$ cat src/rtl/spectrum_bar_reader.sv
// spectrum_bar_reader: snapshots one FFT frame, scans the lower BINS_USED bins
// one per cycle and counts the active bins into NUM_BARS bars. It then streams
// the bars out over a valid/ready handshake.
// Optional feature: define SPECTRUM_PEAK_DECAY_EN for peak-hold. Each bar then
// keeps its old level and loses one step per frame.
module spectrum_bar_reader #(
  parameter int NUM_BARS  = 16,
  parameter int BINS_USED = 256,
  parameter int LEVEL_W   = $clog2(BINS_USED / NUM_BARS) + 1
) (
  input  logic                        clk,
  input  logic                        rst,
  input  logic [511:0]                fft_real,
  input  logic [511:0]                fft_imag,
  input  logic                        fft_done,
  output logic                        bar_valid,
  input  logic                        bar_ready,
  output logic [$clog2(NUM_BARS)-1:0] bar_idx,
  output logic [LEVEL_W-1:0]          bar_level,
  output logic                        frame_done,
  output logic                        busy,
  output logic                        overrun
);

  localparam int BINS_PER_BAR = BINS_USED / NUM_BARS;
  localparam int BIN_W        = $clog2(BINS_USED);
  localparam int BAR_W        = $clog2(NUM_BARS);
  localparam int BPB_W        = $clog2(BINS_PER_BAR);
  localparam logic [BIN_W-1:0] BIN_LAST = BIN_W'(BINS_USED - 1);
  localparam logic [BAR_W-1:0] BAR_LAST = BAR_W'(NUM_BARS - 1);

  typedef enum logic [1:0] {IDLE, SCAN, EMIT} state_t;

  state_t               state_reg;
  state_t               state_next;
  logic [BINS_USED-1:0] real_q;
  logic [BINS_USED-1:0] imag_q;
  logic [BIN_W-1:0]     bin_cnt_reg;
  logic [LEVEL_W-1:0]   acc_reg;
  logic [BAR_W-1:0]     bar_idx_reg;
  logic                 frame_done_reg;
  logic                 overrun_reg;

  logic                 bin_bit;
  logic [LEVEL_W-1:0]   new_count;
  logic                 bar_end;
  logic                 wr_en;
  logic [BAR_W-1:0]     wr_bar;
  logic [LEVEL_W-1:0]   level_mem [NUM_BARS];

  // A bin counts once if either its real or its imaginary flag is set.
  assign bin_bit   = real_q[bin_cnt_reg] | imag_q[bin_cnt_reg];
  assign new_count = acc_reg + LEVEL_W'(bin_bit);
  assign bar_end   = &bin_cnt_reg[BPB_W-1:0];
  assign wr_en     = (state_reg == SCAN) && bar_end;
  assign wr_bar    = bin_cnt_reg[BIN_W-1:BPB_W];

  // Bins above BINS_USED are never scanned.
  if (BINS_USED < 512) begin : g_unused
    logic unused_bins;
    assign unused_bins = ^{fft_real[511:BINS_USED], fft_imag[511:BINS_USED]};
  end

  // One storage register per bar, each written on the last bin of its bar.
  for (genvar gi = 0; gi < NUM_BARS; gi++) begin : g_bar
    logic [LEVEL_W-1:0] level_reg;
    logic [LEVEL_W-1:0] level_next;
`ifdef SPECTRUM_PEAK_DECAY_EN
    logic [LEVEL_W-1:0] decayed;
    // Peak-hold: keep the larger of the new count and the decayed old level.
    always_comb begin
      decayed    = (level_reg == '0) ? '0 : level_reg - LEVEL_W'(1);
      level_next = (new_count > decayed) ? new_count : decayed;
    end
`else
    // No history: the new count replaces the old level.
    always_comb level_next = new_count;
`endif
    // Bar level storage; cleared by reset.
    always_ff @(posedge clk) begin
      if (rst) begin
        level_reg <= '0;
      end else if (wr_en && (wr_bar == BAR_W'(gi))) begin
        level_reg <= level_next;
      end
    end
    assign level_mem[gi] = level_reg;
  end

  // State register.
  always_ff @(posedge clk) begin
    if (rst) begin
      state_reg <= IDLE;
    end else begin
      state_reg <= state_next;
    end
  end

  // Next-state and handshake outputs.
  always_comb begin
    state_next = state_reg;
    bar_valid  = 1'b0;
    busy       = 1'b0;
    case (state_reg)
      IDLE: begin
        if (fft_done) state_next = SCAN;
      end
      SCAN: begin
        busy = 1'b1;
        if (bin_cnt_reg == BIN_LAST) state_next = EMIT;
      end
      EMIT: begin
        busy      = 1'b1;
        bar_valid = 1'b1;
        if (bar_ready && (bar_idx_reg == BAR_LAST)) state_next = IDLE;
      end
      default: state_next = IDLE;
    endcase
  end

  // Snapshot, scan counters, emit index, frame_done pulse and sticky overrun.
  always_ff @(posedge clk) begin
    if (rst) begin
      real_q         <= '0;
      imag_q         <= '0;
      bin_cnt_reg    <= '0;
      acc_reg        <= '0;
      bar_idx_reg    <= '0;
      frame_done_reg <= 1'b0;
      overrun_reg    <= 1'b0;
    end else begin
      frame_done_reg <= 1'b0;
      if (fft_done && (state_reg != IDLE)) overrun_reg <= 1'b1;
      case (state_reg)
        IDLE: begin
          if (fft_done) begin
            real_q      <= fft_real[BINS_USED-1:0];
            imag_q      <= fft_imag[BINS_USED-1:0];
            bin_cnt_reg <= '0;
            acc_reg     <= '0;
            bar_idx_reg <= '0;
          end
        end
        SCAN: begin
          bin_cnt_reg <= bin_cnt_reg + BIN_W'(1);
          acc_reg     <= bar_end ? '0 : new_count;
        end
        EMIT: begin
          if (bar_ready) begin
            bar_idx_reg <= bar_idx_reg + BAR_W'(1);
            if (bar_idx_reg == BAR_LAST) frame_done_reg <= 1'b1;
          end
        end
        default: ;
      endcase
    end
  end

  assign bar_idx    = bar_idx_reg;
  assign bar_level  = bar_valid ? level_mem[bar_idx_reg] : '0;
  assign frame_done = frame_done_reg;
  assign overrun    = overrun_reg;

endmodule

$ cat config.mk
export PLATFORM = sky130hd
export DESIGN_NAME = spectrum_bar_reader
export DESIGN_NICKNAME = d
export VERILOG_FILES = /design/src/rtl/spectrum_bar_reader.sv
export SDC_FILE = /design/constraint.sdc
export NUM_CORES = 1
export LEC_CHECK = 0
export ABC_CLOCK_PERIOD_IN_PS = 3400
export BUFFER_PORTS_ARGS = -buffer_cell sky130_fd_sc_hd__buf_2
export CAP_MARGIN = 20
export CORE_AREA = 5 5 397 399
export DETAILED_ROUTE_END_ITERATION = 12
export DIE_AREA = 0 0 402 404
export PLACE_DENSITY = 0.46
export SLEW_MARGIN = 40
export SYNTH_ARGS = -nofsm -noshare
export SYNTH_HDL_FRONTEND = slang
export SYNTH_SLANG_ARGS = --single-unit
$ cat constraint.sdc
create_clock -name clk -period 3.4 [get_ports clk]
set_input_delay 0.17 -clock clk [delete_from_list [all_inputs] [get_ports clk]]
set_output_delay 0.17 -clock clk [all_outputs]
set_load 0.1 [all_outputs]
==> results_dict.tcl <==
set metrics [dict create \
    min_period_ps 3520 \
    leakage_nw 15.7 \
    critPathLaunch "bin_cnt_reg[0]" \
    final-instance-count-excl-fill 6219 \
    power.combinational.fraction 0.162 \
    synth-edff-count 0 \
    detail-route-antenna-nets 0 \
    core_region_area_mm2 0.154 \
    layout-area-overhead-vs-synth_pct 57.4 \
    power-per-cell-area_mw_per_mm2 483 \
    ctsRootBufferMaster "sky130_fd_sc_hd__clkbuf_16" \
    overflow 0 \
    power.internal_w 0.0143 \
    worst_case_clock_skew_ps 56.6 \
    dieWidth_um 402 \
    syn_area_mm2 0.0260 \
    gr-usage-all-layers 0.142 \
    synth_compound_gate_area_share 0.146 \
    min_from "fft_real[35]" \
    postSynthRegisterBits 613 \
    worst-setup-path-type "reg -> reg" \
    via_count 25708 \
    critical_path.reg2reg.startpoint "bin_cnt_reg[0]" \
    finalPower_w 0.0198 \
    slew_viol_final 0 \
    yosysSeqAreaShare 0.471 \
    maxCapViolCount 0 \
    maxSlewHeadroom 0.559 \
    vdd_ir_drop_max_mv 0.360 \
    power.share.clock 0.436 \
    post-dp-hpwl_um 86600 \
    worst_min_delay_path_category "in -> reg" \
    placement_rows 144 \
    initial_utilization 0.170 \
    tritoncts "built" \
    synthMuxAreaShare 0.147 \
    drt-pass1-iter-count 5 \
    unrepaired_setup_endpoints_after_global_routing "true" \
    tightestPinTransition_ps 661 \
    synth_top_family_by_area "simple AND/OR/NAND/NOR gates" \
    timing.final.crit_share 1.03 \
    crit_path_top_delay_cell "sky130_fd_sc_hd__mux4_2" \
    grt_start_max_net_pins 125 \
    post-synth-top-area-fraction 0.471 \
    share_seq_of_total_power 0.402 \
    ys.warnings.count 0 \
    synth_simple_gate_area_frac 0.184 \
    run_status "finished, violations left" \
    synth_top_flop_cell "sky130_fd_sc_hd__dfxtp_1" \
    list_of_cells_traversed_by_the_critical_path "buf_12, buf_8, buf_12, mux4_2, a22o_1, a221oi_2, a22oi_2, a211oi_4, nor4_4, ha_2, ha_4, nand3_4, xor2_4, buf_8, a211oi_2" \
    dpl.cell_count 5515 \
    ctsHtreeMaxLevel 3 \
    drtIter0Drc 1733 \
    post-route-worst-setup-slack_ps -115 \
    most-common-layout-cells "sky130_fd_sc_hd__nand2_1, sky130_fd_sc_hd__dfxtp_1, sky130_fd_sc_hd__a21oi_1, sky130_fd_sc_hd__buf_2, sky130_fd_sc_hd__dlygate4sd3_1" \
    synth_area_in_adders 0.00336 \
    hold_violations 0 \
    cts.reportedPaths.clkPinSlew_ps 60 \
    timing.final.setup_violations 48 \
    nNetsFinal 5140 \
    crit_arrival_ps 4010 \
    syn_inst 3005 \
    critical_path.max_fanout 8 \
    fmaxAchievable_mhz 284 \
    netSwitchingFraction 0.280 \
    max_stage_delay_ps 490 \
    violations_in_the_final_reports "negative setup slack" \
    die_area_mm2 0.162 \
    worstSetupStartpointType "flip-flop" \
    synth_top_cells_by_area "sky130_fd_sc_hd__dfxtp_1, sky130_fd_sc_hd__nand2_1, sky130_fd_sc_hd__mux4_2, sky130_fd_sc_hd__a21oi_1, sky130_fd_sc_hd__clkbuf_1" \
    grt_antenna_before_repair 21 \
    drt-vias-per-instance 4.13 \
    synthDistinctLibCells 56 \
    synth-xor-area-share 0.00303 \
    post_drt_wl_per_cell_um 19.2 \
    layout.cells.most_common "sky130_fd_sc_hd__nand2_1" \
    synthesis.nets 4040 \
    grt_first_pass_wirelength_um 173000 \
    buffer_ports.inserted 528 \
    drive_gt1_frac 0.272 \
    global_placer_s_final_weighted_congestion 0.793 \
    floorplan.die.height_um 404 \
    cts.sinks 613 \
    switchingPower_w 0.00554 \
    floorplan.io_pins 1041 \
    synthDominantAreaCellType "sky130_fd_sc_hd__dfxtp_1" \
    worstSetupEndpointType "flip-flop" \
    clk_path_buf_depth 3 \
    synth_async_sr_flop_share 0 \
    syn_avg_cell_area_um2 8.67 \
    finalWirelength_um 119000 \
    grt_pass1_vias 25945 \
    insertion_delay_ps 690 \
    worstPathRequired_ps 3890 \
    route.detailed.drc 0 \
    cts_buffers 77 \
]
## cell usage after synthesis, drive strengths merged (2+ instances only)
cell	n
xnor2	3
and2	10
nor3	7
nand3b	3
nor4	3
o21ai	37
or3	2
buf	56
clkbuf	194
a22o	5
nand3	12
nor2b	13
inv	8
a21oi	548
xor2	6
nand2b	10
nor2	99
nand2	1060
o22ai	3
mux4	148
a211oi	57
a22oi	25
o221ai	2
nand4	3
dfxtp	613
ha	7
mux2i	48
a221oi	8
## final cells by class
cell class	count	area, um2
fill	16385	113000
multi-input combinational	2134	13200
sequential	613	12300
timing repair buffer	1271	10200
tap	2044	2560
clock buffer	100	2140
clock inverter	40	551
inverter	8	30.0
antenna	9	22.5
## per-stage QoR
step | setup slack, ps | hold slack [ps] | TNS (ps) | cell area [um2] | util
6_report | -115 | 273 | -3130 | 41000 | 0.267
5_1_grt | -228 | 229 | -9520 | 41000 | 0.267
4_1_cts | -244 | 192 | -10000 | 40600 | 0.265
3_5_place_dp | -878 | 415 | -57670 | 32000 | 0.209
3_3_place_gp | -896 | 414 | -57330 | 32000 | 0.209
2_1_floorplan | 16.5 | 306 | 0 | 26000 | -
## routing by layer
metal | global-route usage | up-vias | wire (um)
li1 | - | 12483 | -
met1 | 0.190 | 12347 | 54600
met2 | 0.235 | 704 | 55900
met3 | 0.0252 | 170 | 5700
met4 | 0.0387 | 4 | 3140
met5 | 0 | - | 21
## kinds of logic after synthesis
kind of cell / after synthesis
XOR/XNOR: 9
flip-flops: 613
adder cells (fa/ha/maj): 7
AO/OA/AOI/OAI: 695
buffers and inverters: 258
AND/OR/NAND/NOR: 1226
multiplexers: 197
## worst paths after layout
path                           endpoint  slack [ps]  cells past startpoint
setup / recovery  g_bar[9].level_reg[4]        -120                     15
setup reg to reg  g_bar[9].level_reg[4]        -120                     15
hold reg to reg             imag_q[111]         450                      2
hold / removal               real_q[35]         270                      4
## power groups by stage
stage                     logic (W)  registers (W)  clock network, W
final                       0.00321        0.00797           0.00862
after global routing        0.00352        0.00802           0.00919
after CTS                   0.00321        0.00797           0.00893
after detailed placement    0.00262        0.00814                 0
after global placement      0.00260        0.00815                 0
after floorplan             0.00157        0.00799                 0
## timing repair
item	in CTS	in global routing
setup buffers	20	7
hold endpoints to repair	519	0
hold buffers	524	0
pin swaps	30	27
resized for setup	83	66
endpoints found under the setup margin	85	75
cloned	5	1
## critical path, delay by kind of cell, from the launching register on
kind            cells  cell delay [ps]
simple gates        2              170
fa+ha+maj           2              390
buf+inv             4              580
flops               1              410
compound gates      5             1070
mux                 1              490
xor+xnor            1              230
Note: power is estimated with default switching activity, not from simulation.
